`src/rtl/des_pkg.sv`:
```
// Shared DES key-schedule tables and helpers (PC-1, PC-2, shift schedule, state enum).
// Used by both the encrypt and decrypt key paths.
package des_pkg;

    typedef enum logic {
        ST_IDLE = 1'b0,
        ST_RUN  = 1'b1
    } ks_state_e;

    // Left-shift amount applied going from round r-1 to round r (entry 0 = round 1).
    localparam int SHIFT_SCHED [16] = '{1, 1, 2, 2, 2, 2, 2, 2, 1, 2, 2, 2, 2, 2, 2, 1};

    localparam int PC1_TBL [56] = '{
        57, 49, 41, 33, 25, 17,  9,
         1, 58, 50, 42, 34, 26, 18,
        10,  2, 59, 51, 43, 35, 27,
        19, 11,  3, 60, 52, 44, 36,
        63, 55, 47, 39, 31, 23, 15,
         7, 62, 54, 46, 38, 30, 22,
        14,  6, 61, 53, 45, 37, 29,
        21, 13,  5, 28, 20, 12,  4
    };

    localparam int PC2_TBL [48] = '{
        14, 17, 11, 24,  1,  5,
         3, 28, 15,  6, 21, 10,
        23, 19, 12,  4, 26,  8,
        16,  7, 27, 20, 13,  2,
        41, 52, 31, 37, 47, 55,
        30, 40, 51, 45, 33, 48,
        44, 49, 39, 56, 34, 53,
        46, 42, 50, 36, 29, 32
    };

    // Key bit index n-1 feeds table entry n; the first entry lands in the result MSB.
    function automatic logic [55:0] pc1(input logic [63:0] key);
        logic [55:0] r;
        r = '0;
        for (int i = 0; i < 56; i++) begin
            r[6'(55 - i)] = key[6'(PC1_TBL[i] - 1)];
        end
        return r;
    endfunction

    function automatic logic shift_two(input logic [3:0] idx);
        return SHIFT_SCHED[idx] == 2;
    endfunction

    function automatic logic [27:0] rotr28(input logic [27:0] x, input logic two);
        return two ? {x[1:0], x[27:2]} : {x[0], x[27:1]};
    endfunction

    function automatic logic [27:0] rotl28(input logic [27:0] x, input logic two);
        return two ? {x[25:0], x[27:26]} : {x[26:0], x[27]};
    endfunction

endpackage

```
`src/rtl/des_pc2.sv`:
```
// DES PC-2 compression: 56-bit C/D register (C in the MSBs) to 48-bit round subkey.
// Pure wiring; the loop only unrolls the table into fixed connections.
module des_pc2
    import des_pkg::*;
(
    input  logic [55:0] cd_i,
    output logic [47:0] sk_o
);

    always_comb begin
        sk_o = '0;
        for (int i = 0; i < 48; i++) begin
            sk_o[6'(47 - i)] = cd_i[6'(56 - PC2_TBL[i])];
        end
    end

endmodule

```
`src/rtl/des_dec_key_stream.sv`:
```
// Iterative DES key scheduler emitting K16..K1 from a single C/D register.
// Optional DES_KEY_STREAM_FWD_EN adds a mode port selecting K1..K16 order instead.
module des_dec_key_stream
    import des_pkg::*;
(
    input  logic        clk,
    input  logic        rst_n,
    input  logic [63:0] key_in,
    input  logic        key_valid,
    output logic        key_ready,
    output logic [47:0] sk_out,
    output logic        sk_valid,
    input  logic        sk_ready,
    output logic [3:0]  sk_round,
    output logic        sk_last,
`ifdef DES_KEY_STREAM_FWD_EN
    input  logic        mode,
`endif
    input  logic        clear
);

    ks_state_e   state_q;
    logic        key_ready_q;
    logic        sk_valid_q;
    logic        last_q;
    logic [55:0] cd_q;
    logic [55:0] cd_d;
    logic [3:0]  round_q;
    logic [3:0]  round_d;
    logic        last_d;
    logic [55:0] pc1_key;
`ifdef DES_KEY_STREAM_FWD_EN
    logic        fwd_q;
`endif

    assign pc1_key = pc1(key_in);

    // Undoing a left shift of round r+1 lands on C_r/D_r; 16 rounds sum to 28, so C16 = C0.
    always_comb begin
        cd_d    = {rotr28(cd_q[55:28], shift_two(round_q)),
                   rotr28(cd_q[27:0],  shift_two(round_q))};
        round_d = round_q - 4'd1;
        last_d  = (round_q == 4'd1);
`ifdef DES_KEY_STREAM_FWD_EN
        if (fwd_q) begin
            cd_d    = {rotl28(cd_q[55:28], shift_two(round_q + 4'd1)),
                       rotl28(cd_q[27:0],  shift_two(round_q + 4'd1))};
            round_d = round_q + 4'd1;
            last_d  = (round_q == 4'd14);
        end
`endif
    end

    always_ff @(posedge clk or negedge rst_n) begin
        if (!rst_n) begin
            state_q     <= ST_IDLE;
            key_ready_q <= 1'b1;
            sk_valid_q  <= 1'b0;
            last_q      <= 1'b0;
            cd_q        <= '0;
            round_q     <= '0;
`ifdef DES_KEY_STREAM_FWD_EN
            fwd_q       <= 1'b0;
`endif
        end else if (clear) begin
            // Abort leaves cd/round as they are; only the handshake state is dropped.
            state_q     <= ST_IDLE;
            key_ready_q <= 1'b1;
            sk_valid_q  <= 1'b0;
            last_q      <= 1'b0;
        end else if (state_q == ST_IDLE) begin
            if (key_valid) begin
                state_q     <= ST_RUN;
                key_ready_q <= 1'b0;
                sk_valid_q  <= 1'b1;
                last_q      <= 1'b0;
                cd_q        <= pc1_key;
                round_q     <= 4'd15;
`ifdef DES_KEY_STREAM_FWD_EN
                fwd_q       <= mode;
                if (mode) begin
                    cd_q    <= {rotl28(pc1_key[55:28], 1'b0), rotl28(pc1_key[27:0], 1'b0)};
                    round_q <= 4'd0;
                end
`endif
            end
        end else if (sk_ready) begin
            if (last_q) begin
                state_q     <= ST_IDLE;
                key_ready_q <= 1'b1;
                sk_valid_q  <= 1'b0;
                last_q      <= 1'b0;
            end else begin
                cd_q    <= cd_d;
                round_q <= round_d;
                last_q  <= last_d;
            end
        end
    end

    des_pc2 u_pc2 (
        .cd_i (cd_q),
        .sk_o (sk_out)
    );

    assign key_ready = key_ready_q;
    assign sk_valid  = sk_valid_q;
    assign sk_round  = round_q;
    assign sk_last   = last_q;

endmodule

```
`config.mk`:
```
export PLATFORM = sky130hd
export DESIGN_NAME = des_dec_key_stream
export DESIGN_NICKNAME = d
export VERILOG_FILES = /design/src/rtl/des_pkg.sv /design/src/rtl/des_pc2.sv /design/src/rtl/des_dec_key_stream.sv
export SDC_FILE = /design/constraint.sdc
export NUM_CORES = 1
export LEC_CHECK = 0
export ABC_AREA = 0
export CAP_MARGIN = 20
export CORE_MARGIN = 2
export CORE_UTILIZATION = 45
export DETAILED_ROUTE_END_ITERATION = 8
export PLACE_DENSITY = 0.79
export SLEW_MARGIN = 20
export SYNTH_ARGS = -nofsm -noshare
export SYNTH_HDL_FRONTEND = slang
export SYNTH_HIERARCHICAL = 1
export SYNTH_SLANG_ARGS = --single-unit
export TNS_END_PERCENT = 10
```
`constraint.sdc`:
```
create_clock -name clk -period 2.28 [get_ports clk]
set_input_delay 0.57 -clock clk [delete_from_list [all_inputs] [get_ports clk]]
set_output_delay 0.57 -clock clk [all_outputs]
set_load 0.005 [all_outputs]
```
; Word level (Yosys, flattened, before mapping)
; Memory sizes are Yosys's and may differ from the RTL's.
; Index checks and enable logic that the tools add are counted.
[totals]
input_bits = 69
memories = 1
wordCells = 53
regBits = 64
output_inout_bits = 55
rom_bits = 512
[mem_list]
columns = memory, depth, width, rd, rd_ports_with_merged_regs, wr, line_no
row1 = (name not given), 16, 32, 1, 0, 0, des_pkg.sv:46  ; return SHIFT_SCHED[idx] == 2;
[classes]
reduce_logical = 5
n_mux = 31
n_addsub = 1
magnitude_cmp = 1
bitwise_logic = 2
eq_ne = 6
[ops]
columns = cell, count
row1 = 56-bit 2-to-1 mux, 4
row2 = 32-bit 2-to-1 mux, 2
row3 = 28-bit 2-to-1 mux, 2
row4 = 32-bit by 3-bit equality test with 1-bit output (second input constant), 1
row5 = 1-bit 2-to-1 mux, 19
row6 = 4-bit 2-to-1 mux, 4
row7 = 5-bit >= comparator (second input constant), 1
row8 = 4-bit inverter with 5-bit output, 1
row9 = 4-bit by 1-bit equality test with 1-bit output (second input constant), 1
row10 = 2-bit inequality test (second input constant), 2
row11 = 4-bit AND reduction, 1
row12 = 4-bit by 1-bit subtractor with 4-bit output (second input constant), 1
row13 = 3-bit by 2-bit inequality test with 1-bit output (second input constant), 1
row14 = 3-bit inequality test (second input constant), 1
row15 = 3-bit AND reduction, 1
row16 = 3-bit nonzero test, 1
row17 = 2-bit AND reduction, 1
row18 = 2-bit nonzero test, 1
row19 = 1-bit inverter, 1

; Longest topological paths before layout
; Gate-level depths: netlist of the first run.
[depth]
ltp_word = 9
ltp_mapped = 8
ltp_nobuf = 6

; Cells and area by module
; Netlist of the first run, hierarchy kept.
[modules_own_cells]
columns = mod, n_inst, area_per_inst_um2, cells_per_inst, seq_area_each_um2
row1 = des_dec_key_stream, 1, 3388.2, 387, 1602.8
row2 = des_pc2, 1, 364.1, 49, 0.0

; Least setup slack after synthesis of the first run
; Ideal clock, no wire load.
[synth_path]
kind = flip-flop to flip-flop
startpoint = register round_q[0] (netlist: sk_round[0])
endpoint = register cd_q[14]
arrival_time_ns = 1.669
path_stages_with_launch = 8
path_buffers = 2
setup_ns = 0.084
period_less_slack_ns = 1.752
slack_ns = 0.528
required_ns = 2.196
cell_sequence = dfrtp_1 > ha_1 > o211ai_1 > o31a_1 > buf_4 > buf_6 > nand3_1 > a41oi_2
[synth_via]
elab_chain_len = 9
[synth_lines]
columns = element, line_no
row1 = from (decl), des_dec_key_stream.sv:28  ; logic [3:0] round_q;
row2 = from (signal assigned), des_dec_key_stream.sv:95  ; round_q <= round_d;
row3 = 4-bit inverter with 5-bit output (implied by the code), des_pkg.sv:46
row4 = memory read 16 x 32 bit, --
row5 = 32-bit 2-to-1 mux (implied by the code) (2 in series), des_pkg.sv:46
row6 = 32-bit by 3-bit equality test with 1-bit output, des_pkg.sv:46
row7 = 28-bit 2-to-1 mux, des_pkg.sv:50  ; return two ? {x[1:0], x[27:2]} : {x[0], x[27:1]};
row8 = 56-bit 2-to-1 mux, des_dec_key_stream.sv:88  ; if (last_q) begin
row9 = 56-bit 2-to-1 mux, des_dec_key_stream.sv:87  ; end else if (sk_ready) begin
row10 = 56-bit 2-to-1 mux, des_dec_key_stream.sv:71  ; end else if (state_q == ST_IDLE) begin
row11 = to (signal assigned), des_dec_key_stream.sv:77  ; cd_q <= pc1_key;
row12 = to (decl), des_dec_key_stream.sv:26  ; logic [55:0] cd_q;
; No other way between the ends. The select of a mux whose other input is x is not followed.
; A chain may end at the register's enable or synchronous reset.

; Worst setup path after layout of the first run
[layout_path]
startpoint = register round_q[2] (netlist: sk_round[2])
endpoint = output port sk_round[2]
[layout_lines]
columns = element, line_no
row1 = to (decl), des_dec_key_stream.sv:14  ; output logic [3:0] sk_round,
; No word-level cell between the ends.

==> results of run 1 <==
per-layer routing:
layer | wire (um) | global-route usage | vias to the layer above
li1 | - | - | 1494
met1 | 3450 | 0.258 | 1480
met2 | 4150 | 0.310 | 100
met3 | 490 | 0.0466 | 14
met4 | 192 | 0.0857 | 0
met5 | 0 | 0 | -
through the flow:
| step | setup slack (ns) | hold slack, ns | utilization | cells | area [um2] |
|---|---|---|---|---|---|
| after detailed placement | 0.0280 | 0.492 | 0.508 | 547 | 4130 |
| after CTS | 0.237 | 0.248 | 0.532 | 563 | 4330 |
| after floorplan | 0.528 | 0.274 | - | 457 | 3830 |
| after global placement | 0.0664 | 0.488 | 0.508 | 547 | 4130 |
| final | 0.245 | 0.226 | 0.532 | 563 | 4330 |
| after global routing | 0.118 | 0.250 | 0.532 | 563 | 4330 |
flip-flops by register name (all words and copies together) (netlist names):
name / flops
sk_round: 4
cd_q: 56
state_q: 1
key_ready: 1
sk_valid: 1
sk_last: 1
report_power, final:
part | internal (mW) | leakage (nW) | switching [mW]
Sequential | 1.24 | 0.825 | 0.133
Clock | 0.504 | 0.0952 | 0.464
Combinational | 0.333 | 0.946 | 0.373
Total | 2.07 | 1.87 | 0.971
final cells by class:
type / instances / area (um2)
Clock buffer: 9 / 124
Clock inverter: 7 / 72.6
Fill cell: 715 / 3800
Inverter: 4 / 15.0
Multi-Input combinational cell: 305 / 1690
Sequential cell: 64 / 1600
Tap cell: 105 / 131
Timing Repair Buffer: 69 / 696
cells in the mapped netlist, types with 2 or more instances:
cell type | instances | area (um2)
nand3_1 | 149 | 746
inv_1 | 4 | 15.0
o21ai_0 | 13 | 65.1
buf_2 | 20 | 100
buf_4 | 49 | 368
clkbuf_1 | 13 | 48.8
dfrtp_1 | 63 | 1580
nor3_1 | 2 | 10.0
a21oi_1 | 8 | 40.0
nand2_1 | 44 | 165
nor2_1 | 20 | 75.1
a22oi_1 | 4 | 30.0
o311a_1 | 2 | 20.0
a41oi_2 | 7 | 114
o211ai_1 | 4 | 30.0
nor2_2 | 2 | 12.5
a31oi_1 | 2 | 12.5
a41oi_1 | 3 | 26.3
nor2b_1 | 2 | 12.5
a211oi_1 | 2 | 15.0
ha_1 | 5 | 62.6
worst max-delay path by stage:
stage	startpoint	cells past startpoint	end
2_1_floorplan	sk_round[0]	7	cd_q[14]
3_3_place_gp	sk_ready	7	cd_q[23]
3_5_place_dp	sk_ready	7	cd_q[23]
4_1_cts	sk_round[2]	1	sk_round[2]
5_1_grt	sk_round[0]	7	cd_q[4]
6_report	sk_round[2]	1	sk_round[2]
kinds of logic (layout without fill, tap and decap cells):
| group | count (synthesis) | after routing | share of synthesized area |
|---|---|---|---|
| adder cells (fa/ha/maj) | 5 | 5 | 0.0167 |
| other | 1 | 22 | 0.000999 |
| buffers and inverters | 88 | 89 | 0.146 |
| flip-flops | 64 | 64 | 0.427 |
| AND/OR/NAND/NOR | 226 | 226 | 0.293 |
| AO/OA/AOI/OAI | 51 | 51 | 0.113 |
| multiplexers | 1 | 1 | 0.00300 |
==> impl_metrics.env, run 1 <==
export IMPL_antenna_left=0
export IMPL_final_setup_viol_count=0
export IMPL_fp_dieArea_um2=9080
export IMPL_crit_buf_inv=1
export IMPL_grt_max_degree=89
export IMPL_reg2reg_setup_slack_ns=0.33
export IMPL_antenna_found_initial=0
export IMPL_syn_area_per_cell_um2=8.61
export IMPL_fin_tns_setup_ns=0
export IMPL_status="finished, final reports clean"
export IMPL_slowest_delay_ns=0.58
export IMPL_drive_gt1_frac=0.107
export IMPL_peakVddDrop_mv=0.270
export IMPL_critical_path_top_delay_family="buffers and inverters"
export IMPL_synthDistinctLibCells=39
export IMPL_die_x_um=95.3
export IMPL_power_density_nw_per_um2=703
export IMPL_first_global_vias=2845
export IMPL_cts_tree="done"
export IMPL_end_kind="output port"
export IMPL_cts_resized=0
export IMPL_post_cts_setup_buffers=0
export IMPL_nets=527
export IMPL_finalHoldViolCount=0
export IMPL_leakage_nw=1.87
export IMPL_synth_edff_count=0
export IMPL_max_freq_ghz=0.491
export IMPL_area_growth_pct=15.4
export IMPL_clk_pin_slew_worst_paths_ns=0.07
export IMPL_ys_seq_area_frac=0.427
export IMPL_gp_congestion=0.779
export IMPL_rsz0062_at_grt="no"
export IMPL_firstDrtPassIters=4
export IMPL_period_needed_ns=2.03
export IMPL_p_total_mw=3.04
export IMPL_required_ns=1.71
export IMPL_timing_rr_start="sk_round[0]"
export IMPL_initial_core_util=0.461
export IMPL_final_common_cell="nand3_1"
export IMPL_clock_latency_ns=0.35
export IMPL_synth_async_reset_ratio=1.00
export IMPL_grt_ovfl_total=0
export IMPL_reg2reg_depth=6
export IMPL_cts_path_max_buffers=2
export IMPL_tightestPinTransition_ns=0.603
export IMPL_dp_hpwl_um=5440
export IMPL_totalWireLength_um=8280
export IMPL_portBuffers=53
export IMPL_cts_made_buffers=9
export IMPL_avgRoutedWirePerCell_um=14.7
export IMPL_routed_via_density=5.48
export IMPL_detailroute_via_count=3088
export IMPL_drc=0
export IMPL_finClkSkew_ns=0.00843
export IMPL_ctsHoldBuffers=0
export IMPL_synthFlopType="dfrtp_1"
export IMPL_ys_ff_latch=64
export IMPL_rows=33
export IMPL_drt_iter0_markers=194
export IMPL_hold_class="in2async"
export IMPL_max_cap_violations=0
export IMPL_io_pins=124
export IMPL_ys_warnings_count=6
export IMPL_path_cells="clkdlybuf4s50_1"
export IMPL_relSlewSlack=0.595
export IMPL_period_share=0.893
export IMPL_crit_arrival_ns=1.46
export IMPL_maxSlewViolCount=0
export IMPL_crit_path_max_fanout=10
export IMPL_grt_first_pass_wirelength_um=13900
export IMPL_diodes=0
export IMPL_final_cell_mix="nand3_1 (149), dfrtp_1 (63), clkdlybuf4s50_1 (52)"
export IMPL_regToRegEndpoint="cd_q[4]"
export IMPL_crit_type="reg2out"
export IMPL_coreArea_um2=8130
export IMPL_htree_levels=3
export IMPL_slowest_stage="clkdlybuf4s50_1"
export IMPL_synth_cells=436
export IMPL_grt_util_all_layers=0.197
export IMPL_die_h_um=95.3
export IMPL_cts_sinks=64
export IMPL_root_buffer="clkbuf_8"
export IMPL_worstSetupStartpointType="register"
export IMPL_netlist_area_um2=3750
(Power assumes the default switching activity.)
==> run 2, diff against run 1 <==
--- a/config.mk
+++ b/config.mk
@@ -7,10 +7,12 @@
 export LEC_CHECK = 0
 export ABC_AREA = 0
 export CAP_MARGIN = 20
+export CELL_PAD_IN_SITES_DETAIL_PLACEMENT = 0
+export CELL_PAD_IN_SITES_GLOBAL_PLACEMENT = 1
 export CORE_MARGIN = 2
-export CORE_UTILIZATION = 45
+export CORE_UTILIZATION = 34
 export DETAILED_ROUTE_END_ITERATION = 8
-export PLACE_DENSITY = 0.79
+export PLACE_DENSITY_LB_ADDON = 0.1
 export SLEW_MARGIN = 20
 export SYNTH_ARGS = -nofsm -noshare
 export SYNTH_HDL_FRONTEND = slang
==> run 2 against run 1 <==
Net effect: combinational power increased by 4.1%; sequential share of layout area fell by 0.43 points; hold slack worse by 0.10 ns; register-to-register slack worse by 0.11 ns; die area is 31% higher; clock power is 14% lower; global-route usage down 3.0 points; sequential cell count is the same; critical path depth increased by 7; final area increased by 1.2%; first-iteration DRC count is 29% lower; fmax fell by 1.0%.
==> impl_metrics.env, run 2 (synthesis gave the netlist of run 1 again) <==
export IMPL_path_cells="inv_1, ha_1, nor3b_4, o31a_2, buf_12, buf_4, nand3_1, nand3_1"
export IMPL_area_growth_pct=16.7
export IMPL_rows=38
export IMPL_dp_hpwl_um=6360
export IMPL_detailroute_via_count=3105
export IMPL_fin_ws_ns=0.224
export IMPL_worstSetupStartpointType="register"
export IMPL_drive_gt1_frac=0.110
export IMPL_max_freq_ghz=0.486
export IMPL_top_register="cd_q"
export IMPL_grt_first_pass_wirelength_um=15200
export IMPL_htree_levels=3
export IMPL_hold_class="in2async"
export IMPL_io_pins=124
export IMPL_diodes=0
export IMPL_max_cap_violations=0
export IMPL_post_cts_setup_buffers=0
export IMPL_coreArea_um2=10800
export IMPL_firstDrtPassIters=5
export IMPL_antenna_left=0
export IMPL_fillerInstances=1113
export IMPL_grt_max_degree=52
export IMPL_p_total_mw=2.94
export IMPL_end_kind="register"
export IMPL_nets=532
export IMPL_status="finished, final reports clean"
export IMPL_power_density_nw_per_um2=670
export IMPL_slowest_delay_ns=0.44
export IMPL_drt_iter0_markers=138
export IMPL_cts_path_max_buffers=2
export IMPL_final_common_cell="nand3_1"
export IMPL_avgRoutedWirePerCell_um=15.8
export IMPL_cts_sinks=64
export IMPL_die_h_um=109
export IMPL_largest_reg_flops=56
export IMPL_finalHoldViolCount=0
export IMPL_clock_latency_ns=0.35
export IMPL_final_setup_viol_count=0
export IMPL_crit_arrival_ns=2.34
export IMPL_drc=0
export IMPL_period_share=0.902
export IMPL_cts_tree="done"
export IMPL_ctsHoldBuffers=0
export IMPL_crit_path_max_fanout=41
export IMPL_slowest_stage="dfrtp_1"
export IMPL_maxSlewViolCount=0
export IMPL_fp_dieArea_um2=11900
export IMPL_clk_pin_slew_worst_paths_ns=0.07
export IMPL_finClkSkew_ns=0.00925
export IMPL_fin_tns_setup_ns=0
export IMPL_antenna_found_initial=0
export IMPL_grt_util_all_layers=0.167
export IMPL_critical_path_top_delay_family="buffers and inverters"
export IMPL_cpMostUsedCell="nand3_1"
export IMPL_pre_cts_slack_ns=0.124
export IMPL_crit_buf_inv=3
export IMPL_rsz0062_at_grt="no"
export IMPL_required_ns=2.56
export IMPL_cts_resized=0
export IMPL_root_buffer="clkbuf_8"
export IMPL_gp_congestion=0.770
export IMPL_final_cell_mix="nand3_1 (149), dfrtp_1 (63), clkdlybuf4s50_1 (52)"
export IMPL_grt_ovfl_total=0
export IMPL_totalWireLength_um=9510
export IMPL_peakVddDrop_mv=0.249
export IMPL_portBuffers=53
export IMPL_period_needed_ns=2.06
export IMPL_routed_via_density=5.16
export IMPL_first_global_vias=2872
export IMPL_die_x_um=109
export IMPL_leakage_nw=1.88
export IMPL_initial_core_util=0.348
export IMPL_cts_made_buffers=9
export IMPL_crit_type="reg2reg"
## run 2: final timing paths
kind                             start  slack [ns]          end  cells past startpoint
max                        sk_round[1]        0.22     cd_q[53]                      8
min                              rst_n        0.13  sk_round[1]                      1
max reg2reg                sk_round[1]        0.22     cd_q[53]                      8
min reg2reg                   cd_q[42]        0.51     cd_q[42]                      2
max in group asynchronous        rst_n        1.58      cd_q[7]                      2
min in group clk              cd_q[42]        0.51     cd_q[42]                      2
## run 2: layout make-up
cell class	instances	area (um2)	share of cell area
Clock buffer	11	131	0.0300
Clock inverter	4	22.5	0.00514
Inverter	4	15.0	0.00343
Multi-Input combinational cell	305	1690	0.385
Sequential cell	64	1600	0.366
Tap cell	140	175	0.0400
Timing Repair Buffer	74	746	0.170
## run 2: stage by stage
stage                util  instances  instance area (um2)  hold WS (ns)
floorplan               -        457                 3830         0.274
global placement    0.392        587                 4230         0.489
detailed placement  0.392        587                 4230         0.496
CTS                 0.406        602                 4380         0.118
global route        0.406        602                 4380         0.134
finish              0.406        602                 4380         0.126
## run 2: where the power goes
part | leakage (nW) | total, mW | internal [mW] | switching (mW)
sequential | 0.825 | 1.37 | 1.24 | 0.130
combinational | 0.973 | 0.735 | 0.344 | 0.391
clock | 0.0789 | 0.833 | 0.383 | 0.449
total | 1.88 | 2.94 | 1.96 | 0.971
## run 2: metal layers
layer	global-route usage	part of all wire	vias up
met1	0.228	0.46	1522
met3	0.0239	0.037	10
li1	-	-	1506
met5	0	0	-
met2	0.262	0.48	67
met4	0.0714	0.015	0
==> run 3, diff against run 2 <==
--- a/config.mk
+++ b/config.mk
@@ -9,9 +9,10 @@
 export CAP_MARGIN = 20
 export CELL_PAD_IN_SITES_DETAIL_PLACEMENT = 0
 export CELL_PAD_IN_SITES_GLOBAL_PLACEMENT = 1
-export CORE_MARGIN = 2
+export CORE_MARGIN = 5
 export CORE_UTILIZATION = 34
 export DETAILED_ROUTE_END_ITERATION = 8
+export GPL_ROUTABILITY_DRIVEN = 1
 export PLACE_DENSITY_LB_ADDON = 0.1
 export SLEW_MARGIN = 20
 export SYNTH_ARGS = -nofsm -noshare
==> run 3 against run 2 <==
Net effect: register-to-register slack better by 0.07 ns; via count up 0.29%; total power up 10%; fmax up 1.1%; final cell count up 0.50%; die area up 11%; sequential cell count unchanged; clock skew up 0.0057 ns; final area up 2.4%; clock power up 33%; critical path type is now reg2out; largest power group unchanged.
==> impl_metrics.env, run 3 (synthesis gave the netlist of run 1 again) <==
export IMPL_totalWireLength_um=9570
export IMPL_power_density_nw_per_um2=720
export IMPL_gp_congestion=0.722
export IMPL_top_register="cd_q"
export IMPL_required_ns=1.71
export IMPL_seqCellArea_um2=1600
export IMPL_status="finished, final reports clean"
export IMPL_htree_levels=3
export IMPL_final_common_cell="nand3_1"
export IMPL_timing_rr_start="sk_round[1]"
export IMPL_ctsHoldBuffers=0
export IMPL_drc=0
export IMPL_avgRoutedWirePerCell_um=15.8
export IMPL_regToRegEndpoint="cd_q[49]"
export IMPL_root_buffer="clkbuf_8"
export IMPL_fin_tns_setup_ns=0
export IMPL_slowest_stage="clkdlybuf4s50_1"
export IMPL_cts_sinks=64
export IMPL_final_cell_mix="nand3_1 (149), dfrtp_1 (63), clkdlybuf4s50_1 (52)"
export IMPL_fp_dieArea_um2=13200
export IMPL_grt_ovfl_total=0
export IMPL_max_freq_ghz=0.491
export IMPL_crit_type="reg2out"
export IMPL_multi_input_comb_area_um2=1690
export IMPL_hold_class="in2async"
export IMPL_finClkSkew_ns=0.0149
export IMPL_clock_latency_ns=0.34
export IMPL_max_cap_violations=0
export IMPL_portBuffers=53
export IMPL_firstDrtPassIters=4
export IMPL_crit_buf_inv=1
export IMPL_worstSetupStartpointType="register"
export IMPL_peakVddDrop_mv=0.260
export IMPL_routed_via_density=5.15
export IMPL_period_share=0.892
export IMPL_critical_path_top_delay_family="buffers and inverters"
export IMPL_rsz0062_at_grt="no"
export IMPL_drt_iter0_markers=247
export IMPL_maxSlewViolCount=0
export IMPL_grt_util_all_layers=0.150
export IMPL_cts_made_buffers=9
export IMPL_io_pins=124
export IMPL_nets=534
export IMPL_clk_pin_slew_worst_paths_ns=0.08
export IMPL_crit_path_max_fanout=10
export IMPL_reg2reg_setup_slack_ns=0.29
export IMPL_dp_hpwl_um=6350
export IMPL_crit_arrival_ns=1.46
export IMPL_final_setup_viol_count=0
export IMPL_initial_core_util=0.346
export IMPL_largest_reg_flops=56
export IMPL_end_kind="output port"
export IMPL_fin_cells=605
export IMPL_area_growth_pct=19.5
export IMPL_final_cell_area_um2=4490
export IMPL_coreArea_um2=10800
export IMPL_dpl_instance_area_um2=4270
export IMPL_drive_gt1_frac=0.120
export IMPL_critPathLaunch="sk_round[2]"
export IMPL_slowest_delay_ns=0.58
export IMPL_detailroute_via_count=3114
export IMPL_whs_ns=0.216
export IMPL_die_h_um=115
export IMPL_die_x_um=115
export IMPL_post_cts_setup_buffers=0
export IMPL_grt_max_degree=65
export IMPL_antenna_left=0
export IMPL_fillerInstances=1102
export IMPL_cts_resized=0
export IMPL_antenna_found_initial=0
export IMPL_rows=38
export IMPL_path_cells="clkdlybuf4s50_1"
export IMPL_first_global_vias=2999
export IMPL_grt_first_pass_wirelength_um=15900
export IMPL_finalHoldViolCount=0
export IMPL_reg2reg_depth=8
export IMPL_diodes=0
export IMPL_period_needed_ns=2.03
export IMPL_cts_path_max_buffers=2
export IMPL_placedCellCount=589
export IMPL_cts_tree="done"
export IMPL_leakage_nw=1.93
## run 3: changes by cell type in the layout (fill, tap and decap cells not counted), sizes merged
cell | previous run | this run
inv | 4 | 5
buf | 22 | 24
bufinv | 0 | 2
clkbuf | 11 | 9
## run 3: worst max path at each step
stage                  end  slack, ns  depth (start not counted)
6_report       sk_round[2]       0.25                          1
5_1_grt           cd_q[49]       0.12                          8
4_1_cts        sk_round[2]       0.21                          1
3_5_place_dp      cd_q[54]       0.01                          6
3_3_place_gp      cd_q[19]       0.01                          6
2_1_floorplan     cd_q[14]       0.53                          7
## run 3: stage by stage
step / util / setup WS, ns / power (mW)
floorplan: - / 0.528 / 1.86
global placement: 0.394 / 0.0115 / 2.16
detailed placement: 0.394 / 0.0111 / 2.16
CTS: 0.414 / 0.206 / 3.29
global route: 0.414 / 0.118 / 3.42
finish: 0.414 / 0.245 / 3.23
## run 3: final cells by class
type                    count  area share
well taps                 140      0.0391
clock inverters             7      0.0212
inverters                   4     0.00335
multi-input cells         305       0.376
clock buffers               9      0.0276
repair buffers             76       0.175
flip-flops and latches     64       0.357
## run 3: metal layers
metal	routed length [um]	share of wire	GRT usage
met5	0	0	0
met4	68	0.0071	0.0423
met3	457	0.048	0.0326
met2	4780	0.50	0.246
met1	4260	0.45	0.201
## run 3: report_power, final
group	switching, mW	leakage [nW]	internal, mW
Sequential	0.129	0.825	1.24
Combinational	0.397	0.993	0.360
Clock	0.488	0.110	0.618
Total	1.01	1.93	2.21
